<file path="src/rtl/shift_sfr_seq.sv">
// -----------------------------------------------------------------------------
// shift_sfr_seq
//
// Sequential special-function register. A single request (start) performs a
// load, increment, decrement, or a multi-cycle shift/rotate by 'amt' bits,
// one bit per clock. Every accepted operation ends with a one-cycle done pulse.
//
// Ports:
//   clk    in   1      clock, all state changes on the rising edge
//   clr    in   1      synchronous active-high reset
//   start  in   1      operation request, sampled only while busy=0
//   op     in   3      000 load, 001 incr, 010 decr, 011 shl, 100 shr,
//                      101 sar, 110 rol, 111 ror
//   amt    in   AMT_W  shift/rotate bit count (0 completes immediately)
//   din    in   SIZE   parallel load data
//   Q      out  SIZE   register contents
//   busy   out  1      high while a shift/rotate is in progress
//   done   out  1      one-cycle completion pulse
//   carry  out  1      status flag, present only with SHIFT_SFR_SEQ_CARRY_EN
//
// Build option: define SHIFT_SFR_SEQ_CARRY_EN to add the registered carry flag.
//
// state | meaning
// ------+---------------------------------------------------------------
// IDLE  | waiting for start; load/incr/decr and amt=0 complete from here
// SHIFT | shifting Q one bit per clock until the counter reaches zero
// -----------------------------------------------------------------------------
module shift_sfr_seq #(
  parameter int SIZE  = 32,
  parameter int AMT_W = 5
) (
  input  logic             clk,
  input  logic             clr,
  input  logic             start,
  input  logic [2:0]       op,
  input  logic [AMT_W-1:0] amt,
  input  logic [SIZE-1:0]  din,
  output logic [SIZE-1:0]  Q,
  output logic             busy,
  output logic             done
`ifdef SHIFT_SFR_SEQ_CARRY_EN
  ,
  output logic             carry
`endif
);

  typedef enum logic {IDLE, SHIFT} state_t;

  localparam logic [2:0] OP_LOAD = 3'b000;
  localparam logic [2:0] OP_INCR = 3'b001;
  localparam logic [2:0] OP_DECR = 3'b010;
  localparam logic [2:0] OP_SHL  = 3'b011;
  localparam logic [2:0] OP_SHR  = 3'b100;
  localparam logic [2:0] OP_SAR  = 3'b101;
  localparam logic [2:0] OP_ROL  = 3'b110;
  localparam logic [2:0] OP_ROR  = 3'b111;

  state_t           state;
  logic [2:0]       op_q;
  logic [AMT_W-1:0] cnt;
  logic [SIZE-1:0]  shifted;

  // busy is a pure decode of the state register, so it is glitch-free.
  assign busy = (state == SHIFT);

  // One-bit step of the latched shift/rotate.
  always_comb begin
    shifted = Q;
    case (op_q)
      OP_SHL:  shifted = {Q[SIZE-2:0], 1'b0};
      OP_SHR:  shifted = {1'b0, Q[SIZE-1:1]};
      OP_SAR:  shifted = {Q[SIZE-1], Q[SIZE-1:1]};
      OP_ROL:  shifted = {Q[SIZE-2:0], Q[SIZE-1]};
      OP_ROR:  shifted = {Q[0], Q[SIZE-1:1]};
      default: shifted = Q;
    endcase
  end

`ifdef SHIFT_SFR_SEQ_CARRY_EN
  logic shift_out;

  // Bit leaving the register on this step: MSB for left moves, LSB otherwise.
  always_comb begin
    shift_out = 1'b0;
    case (op_q)
      OP_SHL, OP_ROL:         shift_out = Q[SIZE-1];
      OP_SHR, OP_SAR, OP_ROR: shift_out = Q[0];
      default:                shift_out = 1'b0;
    endcase
  end
`endif

  always_ff @(posedge clk) begin
    if (clr) begin
      state <= IDLE;
      op_q  <= OP_LOAD;
      cnt   <= '0;
      Q     <= '0;
      done  <= 1'b0;
`ifdef SHIFT_SFR_SEQ_CARRY_EN
      carry <= 1'b0;
`endif
    end else begin
      done <= 1'b0;
      case (state)
        IDLE: begin
          if (start) begin
            op_q <= op;
            cnt  <= amt;
            case (op)
              OP_LOAD: begin
                Q    <= din;
                done <= 1'b1;
`ifdef SHIFT_SFR_SEQ_CARRY_EN
                carry <= 1'b0;
`endif
              end
              OP_INCR: begin
                Q    <= Q + SIZE'(1);
                done <= 1'b1;
`ifdef SHIFT_SFR_SEQ_CARRY_EN
                carry <= (Q == '1);
`endif
              end
              OP_DECR: begin
                Q    <= Q - SIZE'(1);
                done <= 1'b1;
`ifdef SHIFT_SFR_SEQ_CARRY_EN
                carry <= (Q == '0);
`endif
              end
              default: begin
                // Zero-length shift completes at once; carry is held.
                if (amt == '0) done  <= 1'b1;
                else           state <= SHIFT;
              end
            endcase
          end
        end

        SHIFT: begin
          Q   <= shifted;
          cnt <= cnt - AMT_W'(1);
`ifdef SHIFT_SFR_SEQ_CARRY_EN
          carry <= shift_out;
`endif
          if (cnt == AMT_W'(1)) begin
            state <= IDLE;
            done  <= 1'b1;
          end
        end

        default: state <= IDLE;
      endcase
    end
  end

endmodule

</file>
<file path="config.mk">
export PLATFORM = sky130hd
export DESIGN_NAME = shift_sfr_seq
export DESIGN_NICKNAME = d
export VERILOG_FILES = /design/src/rtl/shift_sfr_seq.sv
export SDC_FILE = /design/constraint.sdc
export NUM_CORES = 1
export LEC_CHECK = 0
export CORE_ASPECT_RATIO = 1.4
export CORE_MARGIN = 10
export CORE_UTILIZATION = 49
export DETAILED_ROUTE_END_ITERATION = 8
export PLACE_DENSITY = 0.75
export SYNTH_ARGS = -nofsm -noshare
export SYNTH_HDL_FRONTEND = slang
export SYNTH_SLANG_ARGS = --single-unit
</file>
<file path="constraint.sdc">
create_clock -name clk -period 5.3 [get_ports clk]
set_input_delay 1.325 -clock clk [delete_from_list [all_inputs] [get_ports clk]]
set_output_delay 1.325 -clock clk [all_outputs]
set_load 0.005 [all_outputs]
</file>
==> flow_summary.json, run 1 <==
{
  "ant_nets": 0,
  "cp.required_ns": 5.51,
  "yosys-top-cells-area": "dfxtp_1 19%, ha_1 9.2%, a21oi_1 7.3%",
  "dp_hpwl_um": 10500,
  "status": "complete, no violations",
  "grt_usage_pct": 20.9,
  "cts_resized": 0,
  "ctsHoldBuffers": 0,
  "area_growth_pct": 22.2,
  "fin_crit_sh_pct": 84.9,
  "yosysTopAreaCellShare_pct": 19.3,
  "hold_violations": 0,
  "initial_utilization_pct": 50.4,
  "cts.path.max_buffers": 2,
  "clock_latency_ns": 0.29,
  "crit_path_start_kind": "input pin",
  "period_needed_ns": 4.50,
  "layout-drive-gt1-share_pct": 8.73,
  "rsz0062_at_grt": "no",
  "ys.flop_type": "dfxtp_1",
  "drt-wirelength-per-cell_um": 19.3,
  "synthMuxAreaShare_pct": 8.08,
  "dieHeight_um": 132,
  "overflow": 0,
  "ys.warnings.count": 0,
  "vias": 4725,
  "synthSimpleGateAreaFrac_pct": 19.0,
  "synth_edf_count": 0,
  "synthAdderAreaFrac_pct": 9.63,
  "drv_slew": 0,
  "antenna_found_initial": 0,
  "postLayoutCoreUtil_pct": 61.6,
  "synth_compound_area_share_pct": 32.9,
  "async_reset_ff_share_pct": 0,
  "tightest_slew_ns": 0.941,
  "fin_skew_ns": 0.00850,
  "cts_tree": "built",
  "gp_congestion": 1.00,
  "seq_area_frac_synth_pct": 19.3,
  "peakVddDrop_v": 0.000146,
  "slew_headroom_pct": 37.1,
  "cp_max_fo": 32,
  "n_antenna_cell": 0,
  "p_leak_nw": 2.19,
  "synth_top_area_cell": "dfxtp_1",
  "cts_buffers": 5,
  "design.core.area_um2": 8660,
  "multi_input_area_um2": 3300,
  "finalSetupTns_ns": 0,
  "p_per_area_nw_per_um2": 212,
  "seq_area_um2": 842,
  "synthCells": 571,
  "fillers": 810,
  "netlist-cell-type-count": 75,
  "grt_max_degree": 33,
  "die_x_um": 99.8,
  "clk_pin_slew_ns": 0.07,
  "port_buffers": 76,
  "cts_sinks": 42,
  "setup_viol": 0,
  "fmax_mhz": 222,
  "htreeDepth": 2,
  "vias_per_cell": 6.43,
  "grt_pass1_vias": 4650,
  "drc": 0,
  "synthXorXnorAreaFrac_pct": 5.62,
  "fp-row-count": 40,
  "syn_area_um2": 4370,
  "grt_pass1_wl_um": 23300,
  "die_area_um2": 13100,
  "cts_setup_buffers": 0,
  "drt-initial-drc-count": 259,
  "nets": 705,
  "ys_ff_latch": 42,
  "end_kind": "flop",
  "cap_violations": 0,
  "crit_type": "input pin to flop",
  "hp-class": "flop to flop",
  "synth_top_family_by_area": "compound AO/OA/AOI/OAI gates",
  "routed_wl_um": 14200,
  "root_buffer": "clkbuf_16",
  "dr.pass1.iters": 5,
  "syn_area_per_cell_um2": 7.65,
  "crit_arrival_ns": 4.70,
  "ios": 77,
  "syn_nets": 647
}
## worst max-delay path, cell delays in order
cell and delay, ns:
clkdlybuf4s50_1 0.55, nor3b_4 0.19, buf_4 0.39, ha_1 0.42, a21oi_1 0.29, nor2_1 0.08
a2111oi_0 0.44, o21ai_1 0.16, a31oi_2 0.29, o21ba_1 0.20, xor2_1 0.06, a221oi_1 0.27
## metal layers
| metal | GRT usage (%) | up-vias | share of wire (%) |
|---|---|---|---|
| li1 | - | 2259 | - |
| met1 | 25.0 | 2236 | 41 |
| met2 | 35.0 | 186 | 49 |
| met3 | 3.04 | 44 | 6.0 |
| met4 | 9.90 | 0 | 3.8 |
| met5 | 0 | - | 0 |
## metrics by stage
step	worst slack, ns	instance area, um^2	total power, W	instances	hold slack, ns
global placement	0.711	5160	0.000760	727	0.492
floorplan	0.706	4370	0.000627	571	0.467
detailed placement	0.529	5160	0.000767	727	0.496
CTS	0.831	5330	0.00113	735	0.507
global route	0.585	5330	0.00119	735	0.554
finish	0.802	5330	0.00113	735	0.503
## state kept, by name (all words and copies together), names as in the netlist
register,flops
op_q,3
done,1
cnt,5
Q,32
busy,1
## area by class of cell
class	count	share of cell area (%)
Clock buffer	5	2.35
Clock inverter	3	0.845
Inverter	14	0.985
Multi-Input combinational cell	480	61.9
Sequential cell	42	15.8
Tap cell	105	2.46
Timing Repair Buffer	86	15.7
## cells in the mapped netlist (all sizes together), types with 6 or more instances
cell type  number
a21oi          66
nor2           55
nand2          52
dfxtp          42
o21ai          35
ha             32
a211oi         27
mux2i          24
clkbuf         21
nand3          17
xnor2          17
nor3           15
a21o           14
buf            14
inv            14
and3           11
xor2           11
mux2           10
a31oi           9
o211ai          8
o22ai           8
o21bai          6
## cells in the final DEF (no fill, tap or decap), drive strengths merged, types with 10 or more instances in the layout
cell type / netlist / layout
inv: 14 / 14
ha: 32 / 32
mux2: 10 / 10
and3: 11 / 11
nand2: 52 / 52
nor3: 15 / 15
o21ai: 35 / 35
a21oi: 66 / 66
buf: 14 / 10
xor2: 11 / 11
mux2i: 24 / 24
a211oi: 27 / 27
dfxtp: 42 / 42
clkdlybuf4s50: 0 / 76
nand3: 17 / 17
xnor2: 17 / 17
a21o: 14 / 14
nor2: 55 / 55
## path summary, 6_finish.rpt
check                                    startpoint             endpoint  depth (start not counted)  slack, ns
worst max register to register    Q[0]$_SDFFE_PP0P_   Q[28]$_SDFFE_PP0P_                          9       2.50
worst min-delay path            cnt[3]$_SDFFE_PP0P_  cnt[3]$_SDFFE_PP0P_                          2       0.50
worst min register to register  cnt[3]$_SDFFE_PP0P_  cnt[3]$_SDFFE_PP0P_                          2       0.50
worst max-delay path                          op[1]   Q[27]$_SDFFE_PP0P_                         12       0.80
## report_power, final
part	internal (W)	leakage (nW)	switching, W
combinational	0.000176	1.77	0.000204
sequential	0.000342	0.345	0.0000426
clock	0.000223	0.0760	0.000145
## logic make-up after synthesis
group | count (synthesis)
adders and majority gates | 33
DFF | 42
and+or+nand+nor | 176
buffers and inverters | 49
AOI/OAI and AO/OA | 209
muxes | 34
xor gates and xnor gates | 28
Note: power is estimated with default switching activity, not from simulation.
==> run 2: changes to the inputs <==
--- a/config.mk
+++ b/config.mk
@@ -7,9 +7,9 @@
 export LEC_CHECK = 0
 export CORE_ASPECT_RATIO = 1.4
 export CORE_MARGIN = 10
-export CORE_UTILIZATION = 49
+export CORE_UTILIZATION = 50
 export DETAILED_ROUTE_END_ITERATION = 8
-export PLACE_DENSITY = 0.75
+export PLACE_DENSITY = 0.73
 export SYNTH_ARGS = -nofsm -noshare
 export SYNTH_HDL_FRONTEND = slang
 export SYNTH_SLANG_ARGS = --single-unit
==> constraint.sdc (replaced) <==
create_clock -name clk -period 4.2 [get_ports clk]
set_input_delay 1.05 -clock clk [delete_from_list [all_inputs] [get_ports clk]]
set_output_delay 1.05 -clock clk [all_outputs]
set_load 0.005 [all_outputs]
==> flow_summary.json, run 2 (synthesized netlist as in run 1, its figures left out) <==
{
  "setup_viol": 0,
  "p_leak_nw": 2.29,
  "final_cell_mix": "76 x clkdlybuf4s50_1, 64 x a21oi_1, 53 x nor2_1, 52 x nand2_1, 41 x dfxtp_1",
  "ios": 77,
  "crit_family": "compound AO/OA/AOI/OAI gates",
  "dieHeight_um": 131,
  "clock_latency_ns": 0.29,
  "hold_violations": 0,
  "drt-initial-drc-count": 249,
  "finalSetupTns_ns": 0,
  "design.core.area_um2": 8560,
  "clk_pin_slew_ns": 0.07,
  "crit_cells": 12,
  "fmax_mhz": 258,
  "drt-wirelength-per-cell_um": 19.6,
  "crit_arrival_ns": 4.08,
  "antenna_found_initial": 0,
  "tightest_slew_ns": 0.865,
  "fp-row-count": 40,
  "r2r_slack_ns": 1.45,
  "grt_max_degree": 45,
  "end_kind": "flop",
  "cp_num_buf_inv": 2,
  "routed_wl_um": 14800,
  "vias_per_cell": 6.28,
  "fin_skew_ns": 0.00605,
  "cap_violations": 0,
  "die_area_um2": 12900,
  "rsz0062_at_grt": "no",
  "timing.rr.start": "Q[0]$_SDFFE_PP0P_",
  "reg2reg_depth": 9,
  "cts_tree": "built",
  "ant_nets": 0,
  "fin_crit_sh_pct": 92.5,
  "initial_utilization_pct": 51.0,
  "die_x_um": 99.0,
  "cts_setup_buffers": 0,
  "r2r-end": "Q[28]$_SDFFE_PP0P_",
  "p_per_area_nw_per_um2": 264,
  "hp-class": "flop to flop",
  "htreeDepth": 2,
  "crit_path_start": "op[0]",
  "cp_max_fo": 32,
  "n_antenna_cell": 0,
  "status": "complete, no violations",
  "endpoint": "Q[27]$_SDFFE_PP0P_",
  "final_cell_area_um2": 5480,
  "layout_commonest_cell": "clkdlybuf4s50_1",
  "max_stage_delay_ns": 0.46,
  "slowest_stage": "clkdlybuf4s50_1",
  "port_buffers": 76,
  "fin_hold_ws_ns": 0.503,
  "area_growth_pct": 25.4,
  "nets": 723,
  "gp_congestion": 0.984,
  "largest_reg_flops": 32,
  "grt_pass1_wl_um": 24100,
  "fillers": 786,
  "cts_resized": 0,
  "regMostFlops": "Q",
  "drc": 0,
  "worstPathCellList": "clkdlybuf4s50_1 > nor3b_4 > buf_12 > ha_1 > a21oi_1 > o21ai_0 > a2111oi_0 > o21ai_1 > a31oi_2 > o21ba_1 > xor2_1 > a221oi_1",
  "drv_slew": 0,
  "cts_sinks": 42,
  "cp.required_ns": 4.40,
  "grt_usage_pct": 22.3,
  "dpl_cell_area_um2": 5310,
  "peakVddDrop_v": 0.000204,
  "reg.largest.list": "Q (32), cnt (5), op_q (3)",
  "overflow": 0,
  "grt_pass1_vias": 4839,
  "vias": 4729,
  "dr.pass1.iters": 7,
  "period_needed_ns": 3.88,
  "root_buffer": "clkbuf_16",
  "cts.path.max_buffers": 2,
  "crit_path_start_kind": "input pin",
  "slew_headroom_pct": 42.2,
  "layout-drive-gt1-share_pct": 11.3,
  "cts_buffers": 5,
  "ctsHoldBuffers": 0,
  "dp_hpwl_um": 11100,
  "crit_type": "input pin to flop"
}
[run 2: area by class of cell]
type / instances / area, um^2 / area share, %
Timing Repair Buffer: 104 / 983 / 18.0
Tap cell: 105 / 131 / 2.40
Sequential cell: 42 / 842 / 15.4
Clock buffer: 5 / 125 / 2.29
Multi-Input combinational cell: 480 / 3300 / 60.3
Clock inverter: 3 / 40.0 / 0.731
Inverter: 14 / 52.6 / 0.960
[run 2: per-stage QoR]
stage	util [%]	setup WS, ns	total power [W]	std cells
2_1_floorplan	-	0.280	0.000792	571
3_3_place_gp	62.0	0.152	0.000982	745
3_5_place_dp	62.0	0.0422	0.000992	745
4_1_cts	64.0	0.338	0.00145	753
5_1_grt	64.0	0.0426	0.00152	753
6_report	64.0	0.317	0.00145	753
[run 2: worst min-delay path by stage]
stage                         from                   to  slack (ns)  depth (start not counted)
6_report       cnt[3]$_SDFFE_PP0P_  cnt[3]$_SDFFE_PP0P_        0.50                          2
2_1_floorplan  cnt[3]$_SDFFE_PP0P_  cnt[3]$_SDFFE_PP0P_        0.47                          2
5_1_grt        cnt[3]$_SDFFE_PP0P_  cnt[3]$_SDFFE_PP0P_        0.55                          2
3_3_place_gp   cnt[3]$_SDFFE_PP0P_  cnt[3]$_SDFFE_PP0P_        0.49                          2
4_1_cts        cnt[3]$_SDFFE_PP0P_  cnt[3]$_SDFFE_PP0P_        0.51                          2
3_5_place_dp   cnt[3]$_SDFFE_PP0P_  cnt[3]$_SDFFE_PP0P_        0.50                          2
[run 2: metal layers]
layer | wire length [um] | vias up | share of wire, % | track usage [%]
met5 | 0 | - | 0 | 0
met4 | 578 | 0 | 3.9 | 11.2
met3 | 817 | 45 | 5.5 | 4.41
met2 | 7340 | 171 | 50 | 39.2
met1 | 6050 | 2213 | 41 | 25.1
li1 | - | 2300 | - | -
[run 2: power by group]
group	internal (W)	total [W]	switching (W)
clock network	0.000279	0.000458	0.000179
logic	0.000238	0.000507	0.000269
registers	0.000432	0.000482	0.0000501
[run 2: worst min-delay path, cell delays in order, from the launching register on]
cell     delay, ns
dfxtp_1       0.32
o21ai_0       0.07
a21oi_1       0.06
==> run 3: changes to the inputs <==
--- a/config.mk
+++ b/config.mk
@@ -8,6 +8,7 @@
 export CORE_ASPECT_RATIO = 1.4
 export CORE_MARGIN = 10
 export CORE_UTILIZATION = 50
+export CTS_BUF_LIST = sky130_fd_sc_hd__clkbuf_8
 export DETAILED_ROUTE_END_ITERATION = 8
 export PLACE_DENSITY = 0.73
 export SYNTH_ARGS = -nofsm -noshare
==> flow_summary.json, run 3 (synthesized netlist as in run 1, its figures left out) <==
{
  "cp_max_fo": 32,
  "grt_usage_pct": 22.1,
  "place_ws_ns": 0.0422,
  "crit_path_start_kind": "input pin",
  "crit_arrival_ns": 4.06,
  "drt-initial-drc-count": 236,
  "period_needed_ns": 3.85,
  "dieHeight_um": 131,
  "cap_violations": 0,
  "grt_pass1_wl_um": 23800,
  "cts_sinks": 42,
  "dp_hpwl_um": 11100,
  "finalSetupTns_ns": 0,
  "port_buffers": 76,
  "fmax_mhz": 260,
  "layout_commonest_cell": "clkdlybuf4s50_1",
  "p_total_w": 0.00133,
  "status": "complete, no violations",
  "cts.path.max_buffers": 2,
  "dr.pass1.iters": 5,
  "hp-class": "flop to flop",
  "die_area_um2": 12900,
  "clk_pin_slew_ns": 0.10,
  "crit_type": "input pin to flop",
  "clock_latency_ns": 0.32,
  "routed_wl_um": 14700,
  "reg.largest.list": "Q (32), cnt (5), op_q (3)",
  "root_buffer": "clkbuf_8",
  "cts_resized": 0,
  "p_leak_nw": 2.26,
  "slew_headroom_pct": 43.1,
  "cp.required_ns": 4.42,
  "final_cell_mix": "76 x clkdlybuf4s50_1, 64 x a21oi_1, 53 x nor2_1, 52 x nand2_1, 41 x dfxtp_1",
  "setup_viol": 0,
  "ios": 77,
  "nets": 723,
  "die_x_um": 99.0,
  "peakVddDrop_v": 0.000239,
  "finalNonFillerCells": 753,
  "overflow": 0,
  "drv_slew": 0,
  "vias": 4699,
  "grt_pass1_vias": 4804,
  "n_antenna_cell": 0,
  "dpl.cell_count": 745,
  "htreeDepth": 2,
  "fin_crit_sh_pct": 91.6,
  "fillers": 795,
  "antenna_found_initial": 0,
  "hold_violations": 0,
  "largest_reg_flops": 32,
  "design.core.area_um2": 8560,
  "cts_setup_buffers": 0,
  "setup_ws_ns": 0.355,
  "grt_max_degree": 45,
  "drc": 0,
  "p_per_area_nw_per_um2": 246,
  "ctsHoldBuffers": 0,
  "fp-row-count": 40,
  "layout-drive-gt1-share_pct": 11.3,
  "cts_tree": "built",
  "end_kind": "flop",
  "rsz0062_at_grt": "no",
  "regMostFlops": "Q",
  "vias_per_cell": 6.24,
  "ant_nets": 0,
  "gp_congestion": 0.984,
  "tightest_slew_ns": 0.851,
  "fin_skew_ns": 0.0128,
  "drt-wirelength-per-cell_um": 19.5,
  "initial_utilization_pct": 51.0,
  "cts_buffers": 5,
  "area_growth_pct": 24.1
}
[run 3: area by class of cell]
class	count	area [um^2]	area share (%)
clock inverters	3	40.0	0.739
flip-flops and latches	42	842	15.5
repair buffers	104	983	18.1
multi-input cells	480	3300	60.9
well taps	105	131	2.42
clock buffers	5	68.8	1.27
inverters	14	52.6	0.970
[run 3: layer usage]
layer,global-route usage (%),vias up,wire (um)
met5,0,-,0
met3,3.84,37,764
li1,-,2300,-
met4,10.1,0,499
met2,38.9,144,7340
met1,25.2,2218,6110
[run 3: critical path, stage by stage]
cell	delay [ns]
clkdlybuf4s50_1	0.46
nor3b_4	0.25
buf_12	0.23
ha_1	0.31
a21oi_1	0.26
o211ai_2	0.21
a22oi_4	0.25
a221oi_4	0.12
a31oi_4	0.23
nor4_2	0.06
or4_1	0.48
o311a_1	0.14
[run 3: worst paths after layout]
| path | from | to | slack, ns | cells after the start |
|---|---|---|---|---|
| worst max register to register | Q[0]$_SDFFE_PP0P_ | Q[28]$_SDFFE_PP0P_ | 1.43 | 9 |
| worst max-delay path | op[0] | Q[28]$_SDFFE_PP0P_ | 0.35 | 12 |
| worst min-delay path | cnt[3]$_SDFFE_PP0P_ | cnt[3]$_SDFFE_PP0P_ | 0.51 | 2 |
| worst min register to register | cnt[3]$_SDFFE_PP0P_ | cnt[3]$_SDFFE_PP0P_ | 0.51 | 2 |
[run 3: report_power, final]
group | internal [W] | total (W) | switching (W)
registers | 0.000431 | 0.000482 | 0.0000505
clock network | 0.000176 | 0.000344 | 0.000169
logic | 0.000238 | 0.000505 | 0.000267
total | 0.000845 | 0.00133 | 0.000486
[run 3: metrics by stage]
step / cell area, um^2 / hold slack (ns) / utilization [%]
floorplan: 4380 / 0.467 / -
global placement: 5310 / 0.486 / 62.0
global route: 5420 / 0.549 / 63.3
CTS: 5420 / 0.510 / 63.3
detailed placement: 5310 / 0.498 / 62.0
finish: 5420 / 0.507 / 63.3
